File: src/rtl/shift_seq_arbiter.sv
// shift_seq_arbiter
//   Shares one iterative shift datapath between two requesters (A, B) with
//   round-robin arbitration. Each op is a logical left (zero fill) or an
//   arithmetic right (sign fill) shift of a WIDTH-bit operand by a 32-bit
//   unsigned amount. Amounts >= WIDTH saturate rather than truncate. At most
//   STEP bit positions are shifted per SHIFT cycle.
//
// Ports
//   clk, rst                       clock, synchronous active-high reset
//   a_valid/a_ready/a_data/a_amt/a_op   requester A (op: 0 = <<<, 1 = >>>)
//   b_valid/b_ready/b_data/b_amt/b_op   requester B
//   rsp_valid/rsp_ready            result handshake
//   rsp_data                       shifted result
//   rsp_id                         0 = result for A, 1 = result for B
module shift_seq_arbiter #(
  parameter int unsigned WIDTH = 7,
  parameter int unsigned STEP  = 4
) (
  input  logic             clk,
  input  logic             rst,
  input  logic             a_valid,
  output logic             a_ready,
  input  logic [WIDTH-1:0] a_data,
  input  logic [31:0]      a_amt,
  input  logic             a_op,
  input  logic             b_valid,
  output logic             b_ready,
  input  logic [WIDTH-1:0] b_data,
  input  logic [31:0]      b_amt,
  input  logic             b_op,
  output logic             rsp_valid,
  input  logic             rsp_ready,
  output logic [WIDTH-1:0] rsp_data,
  output logic             rsp_id
);

  // rem only ever holds 0..WIDTH
  localparam int unsigned RW = $clog2(WIDTH + 1);
  localparam logic [RW-1:0] WIDTH_R = RW'(WIDTH);
  localparam logic [RW-1:0] STEP_R  = RW'(STEP);

  typedef enum logic [1:0] {
    IDLE  = 2'd0,
    SHIFT = 2'd1,
    DONE  = 2'd2
  } state_t;

  state_t           state_q;
  logic [WIDTH-1:0] data_q;
  logic             op_q;
  logic             id_q;
  logic [RW-1:0]    rem_q;
  logic             rr_q;        // 1 = prefer B on contention
  logic             rsp_valid_q;

  logic             grant_a_d, grant_b_d;
  logic [31:0]      amt_d;
  logic [RW-1:0]    rem_init_d;
  logic [RW-1:0]    k_d;
  logic [WIDTH-1:0] shifted_d;

  always_comb begin
    grant_a_d  = 1'b0;
    grant_b_d  = 1'b0;
    amt_d      = a_amt;
    rem_init_d = '0;
    k_d        = '0;
    shifted_d  = data_q;

    if (state_q == IDLE) begin
      grant_b_d = b_valid && (!a_valid || rr_q);
      grant_a_d = a_valid && !grant_b_d;
    end

    amt_d = grant_b_d ? b_amt : a_amt;
    // Full 32-bit compare so large amounts saturate instead of wrapping.
    rem_init_d = (amt_d >= 32'(WIDTH)) ? WIDTH_R : amt_d[RW-1:0];

    k_d = (rem_q < STEP_R) ? rem_q : STEP_R;
    if (op_q) shifted_d = $signed(data_q) >>> k_d;
    else      shifted_d = data_q << k_d;
  end

  assign a_ready   = grant_a_d;
  assign b_ready   = grant_b_d;
  assign rsp_valid = rsp_valid_q;
  assign rsp_data  = data_q;
  assign rsp_id    = id_q;

  always_ff @(posedge clk) begin
    if (rst) begin
      state_q     <= IDLE;
      data_q      <= '0;
      op_q        <= 1'b0;
      id_q        <= 1'b0;
      rem_q       <= '0;
      rr_q        <= 1'b0;
      rsp_valid_q <= 1'b0;
    end else begin
      case (state_q)
        IDLE: begin
          if (grant_a_d || grant_b_d) begin
            data_q <= grant_b_d ? b_data : a_data;
            op_q   <= grant_b_d ? b_op : a_op;
            id_q   <= grant_b_d;
            rem_q  <= rem_init_d;
            rr_q   <= !grant_b_d;
            if (rem_init_d == '0) begin
              state_q     <= DONE;
              rsp_valid_q <= 1'b1;
            end else begin
              state_q <= SHIFT;
            end
          end
        end
        SHIFT: begin
          data_q <= shifted_d;
          rem_q  <= rem_q - k_d;
          if (rem_q == k_d) begin
            state_q     <= DONE;
            rsp_valid_q <= 1'b1;
          end
        end
        DONE: begin
          if (rsp_ready) begin
            state_q     <= IDLE;
            rsp_valid_q <= 1'b0;
          end
        end
        default: begin
          state_q     <= IDLE;
          rsp_valid_q <= 1'b0;
        end
      endcase
    end
  end

endmodule

File: config.mk
export PLATFORM = sky130hd
export DESIGN_NAME = shift_seq_arbiter
export DESIGN_NICKNAME = d
export VERILOG_FILES = /design/src/rtl/shift_seq_arbiter.sv
export SDC_FILE = /design/constraint.sdc
export NUM_CORES = 1
export LEC_CHECK = 0
export ABC_AREA = 1
export CAP_MARGIN = 10
export CORE_MARGIN = 2
export CORE_UTILIZATION = 35
export DETAILED_ROUTE_END_ITERATION = 8
export PLACE_DENSITY = 0.88
export SLEW_MARGIN = 30
export SYNTH_ARGS = -nofsm -noshare
export SYNTH_HDL_FRONTEND = slang
export SYNTH_SLANG_ARGS = --single-unit
File: constraint.sdc
create_clock -name clk -period 3 [get_ports clk]
set_input_delay 0.6 -clock clk [delete_from_list [all_inputs] [get_ports clk]]
set_output_delay 0.6 -clock clk [all_outputs]
set_load 0.005 [all_outputs]
Yosys cells after proc, flatten, opt, wreduce, memory -nomap -nowiden. Index checks and enable logic that the tools add are counted. Widths: inputs -> output; s select.

Reduce and logical (&&, ||, !) cells: 14. Order comparisons: 2. Muxes and demuxes: 22. Eq/ne operators: 7. Shifts and indexed selects: 2. Add/subtract/negate cells: 1.

Operators with widths (count): $ge 32x3->1 const B (1); $mux 32 (1); $mux 7 (3); $pmux 7 s2 (1); $mux 3 (3); $mux 2 (4); $mux 1 (7); $shl 7x3->7 (1); $sshr 7x3->7 (1); $pmux 2 s3 (1); $pmux 3 s2 (1); $ne 2x1->1 const B (2); $ne 2x2->1 const B (2); $reduce_and 2->1 (2); $reduce_and 4->1 (1); $eq 3x3->1 (1); $logic_not 1->1 (3); $logic_not 3->1 (1); $lt 3x3->1 const B (1); $pmux 1 s3 (1); $reduce_and 3->1 (1); $sub 3x3->3 (1); $eq 2x1->1 const B (1); $eq 2x2->1 const B (1); 4 further kinds (6).

Output and inout port bits: 11. Register bits: 16. Input bits: 85.

Longest topological paths before layout.
Depth after elaboration: 11. Gate-level depth with buffers: 13. Gate-level depth less buffers: 13.

Worst setup path before layout. Ideal clock, no wire load.

Path kind: input to register. Start: in b_amt[31]. End: reg rsp_valid_q (netlist: rsp_valid). Setup slack: 1320 ps. Stages: 11. Arrival: 1567 ps. Cell sequence: or2_2 nor2_1 nand2_1 nor2_1 nand2_1 nand2_1 nand2_2 o21bai_2 nand2_2 nand3_1 nand2_1.

Word-level cells in the longest chain between the ends: 6.

RTL lines: start, declared (line 29) `input logic [31:0] b_amt,`; $mux 32 (line 75) `amt_d = grant_b_d ? b_amt : a_amt;`; $ge 32x3->1 (line 77) `rem_init_d = (amt_d >= 32'(WIDTH)) ? WIDTH_R : amt_d[RW-1:0];`; $mux 3 (line 77); $logic_not 3->1 (line 108) `if (rem_init_d == '0) begin`; $ne 2x1->1 (no line); $reduce_and 4->1 (no line); end signal, assigned (line 110) `rsp_valid_q <= 1'b1;`; end signal, assigned (line 121) `rsp_valid_q <= 1'b1;`; end signal, assigned (line 127) `rsp_valid_q <= 1'b0;`; end, declared (line 54) `logic rsp_valid_q;`.

Every way passes these cells. A chain may end at the register's enable or synchronous reset.

Final worst setup path.
Start: in a_valid. End: out a_ready.

Word-level cells in the longest chain between the ends: 6.

RTL lines: start, declared (line 21) `input logic a_valid,`; $logic_not 1->1 (line 71) `grant_b_d = b_valid && (!a_valid || rr_q);`; $logic_or 1x1->1 (line 71); $logic_and 1x1->1 (line 71); $logic_not 1->1 (line 72) `grant_a_d = a_valid && !grant_b_d;`; $logic_and 1x1->1 * (line 72); $mux 1 * (line 70) `if (state_q == IDLE) begin`; end, declared (line 22) `output logic a_ready,`.

Every way passes the cells marked *; elsewhere a longest branch is shown, timed or not.

==> flow_summary.toml <==
[run_status]
status = "completed"

[routing]
met1Wirelength_um = 2210
drc = 0
met2_length_um = 2640
met3_length_um = 354
antenna_left = 0
first_iter_violations = 170
avgRoutedWirePerCell_um = 12.9
num_vias = 2012
topRoutingLayerUsed = "met4"
dr.pass1.iters = 4
viasPerCell = 4.91
drt-total-wl_um = 5280

[placed_design]
portBuffers = 95
place.gp.congestion = 0.903
dp.final_hpwl_um = 4420

[yosys]
yosysTopAreaCellShare_pct = 20.3
netlist_instances = 264
synth_top_family_by_area = "simple AND/OR/NAND/NOR gates"
yosys.area.top_type = "dfxtp_1"
synth_nets = 350
yosysSeqAreaShare_pct = 20.3
synth_edf_count = 0
synthTopCellsByArea = "dfxtp_1 (20%), nand2_1 (14%), nor2_1 (11%)"
synth.cell_area_mm2 = 0.00158
yosys_warnings = 0
yosys.area_share.simple_pct = 39.1
synthArstFlopShare_pct = 0
synth.area.mux_share_pct = 0
synth_xor_area_share_pct = 0
synthFlopType = "dfxtp_1"
avgSynthCellArea_um2 = 5.99
synth_compound_area_share_pct = 26.8
synthAdderAreaFrac_pct = 0.791
synth_cell_types = 41
synth_seq_cells = 16

[clocking]
cts_tree = "done"
cts_root_buf = "clkbuf_8"
cts.sinks = 16
cts_made_buffers = 3
post_cts_resized = 0
clk_pin_slew_ns = 0.06
cts.hold.buffers_added = 0
cts.path.max_buffers = 2
clk_latency_ns = 0.25
htree_levels = 1
post_cts_buffers = 0

[final_layout]
fin_util_pct = 59.7
layout_commonest_cell = "clkdlybuf4s50_1"
layout_common_cells = "clkdlybuf4s50_1 (95), nand2_1 (59), nor2_1 (46), o21ai_0 (25), inv_1 (24)"
drive_gt1_share_pct = 10.9
nets = 445
n_antenna_cell = 0
area_growth_pct = 64.3

[min_path]
hold_path_class = "reg -> reg"
holdPathStages = 2

[setup_path]
cp.arrival_ns = 1.90
startpoint_type = "input pin"
end_kind = "primary output"
cp_cell_sequence = "clkdlybuf4s50_1 > nand2_1 > nand2_1 > nand3_1 > inv_1 > clkdlybuf4s50_1"
critPathMaxStageDelay_ns = 0.50
cpMaxStageDelayCell = "clkdlybuf4s50_1"
crit_required_ns = 2.40
r2r_setup_slack_ns = 1.21
critPathMaxFanout = 3
critical_path_class = "in -> out"
worst_r2r_path_depth = 10

[sta]
slew_violations = 0
rsz0062_at_grt = "no"
hold_viol_final = 0
period_needed_ns = 2.50
fin_worst_skew_ns = 0.00490
max_clock_freq_mhz = 400
worst_pin_slew_ns = 0.545
relSlewSlack_pct = 63.5
setup_viol = 0
period_share_pct = 83.4
fin_tns_setup_ns = 0

[power_and_ir_drop]
vdd_drop_max_mv = 0.450
power_mw = 1.71
powerDensity_mw_per_mm2 = 660
power_leakage_nw = 1.07

[die]
dieArea_mm2 = 0.00507
die_y_um = 71.2
initial_utilization_pct = 36.3
coreArea_mm2 = 0.00435
die_w_um = 71.2
ioPinCount = 96
row_count = 24

[global_routing]
grt_pass1_vias = 2070
grt_max_degree = 18
grt_usage_pct = 21.3
grt-ovfl-total = 0
grt_pass1_wl_um = 8910
antenna_found_initial = 0

[run]
maxCapViolations = 0
[synth_stat cells, types with 2 or more instances]
master and count:
inv_1 24, nor2_1 46, nand2_1 59, nor3_2 2, nor3_1 4, a31oi_1 3
buf_6 5, a211oi_1 3, o21ai_0 25, o211ai_1 3, or2_2 2, dfxtp_1 16
o221ai_1 2, o21a_1 4, nand2_2 5, nand4_1 4, a21oi_1 9, o22ai_1 3
o21ai_1 6, nand3_1 7, nor2_4 2, nor2_2 2, inv_2 10
[state kept, by name, indices dropped and copies added, names as in the netlist]
register   count
rsp_valid      1
rr_q           1
op_q           1
state_q        2
rsp_data       7
rem_q          3
rsp_id         1
[report_power, final]
part	total (mW)	switching (mW)	internal, mW
Combinational	1.11	0.627	0.480
Sequential	0.416	0.117	0.299
Clock	0.191	0.0750	0.116
Total	1.71	0.819	0.895
[worst max-delay path: cells and delay by family]
family / cells / cell delay (ns)
buffers and inverters: 3 / 1.05
and+or+nand+nor: 3 / 0.25
[path summary, 6_finish.rpt]
kind | from | end
hold reg to reg | rr_q$_SDFFE_PP0P_ | rr_q$_SDFFE_PP0P_
setup reg to reg | rem_q[2]$_SDFFE_PP0P_ | rsp_data[1]$_SDFFE_PP0P_
hold / removal | rr_q$_SDFFE_PP0P_ | rr_q$_SDFFE_PP0P_
setup / recovery | a_valid | a_ready
[per-layer routing]
layer	vias to the layer above	global-route usage, %
li1	1057	-
met4	0	5.45
met3	8	4.50
met2	63	38.4
met1	884	25.6
met5	-	0
[through the flow]
step	hold WS (ns)	area [um^2]	cells	setup slack [ns]
6_report	0.467	2600	410	0.498
5_1_grt	0.491	2600	410	0.406
4_1_cts	0.471	2600	410	0.475
3_5_place_dp	0.461	2540	406	0.479
3_3_place_gp	0.455	2540	406	0.532
2_1_floorplan	0.433	1580	264	1.32
[cell families (layout without fill, tap and decap cells)]
kind of cell / Yosys count / in the layout
other cells: 1 / 1
compound gates: 67 / 67
flops: 16 / 16
simple gates: 137 / 137
fa+ha+maj: 1 / 1
buf+inv: 42 / 136
[final cells by class]
type,instances,area [um^2]
multi-input cells,206,1060
well taps,52,65.1
repair buffers,97,966
flip-flops and latches,16,320
fillers,416,1760
clock buffers,4,55.1
inverters,35,134
(Power assumes the default switching activity.)
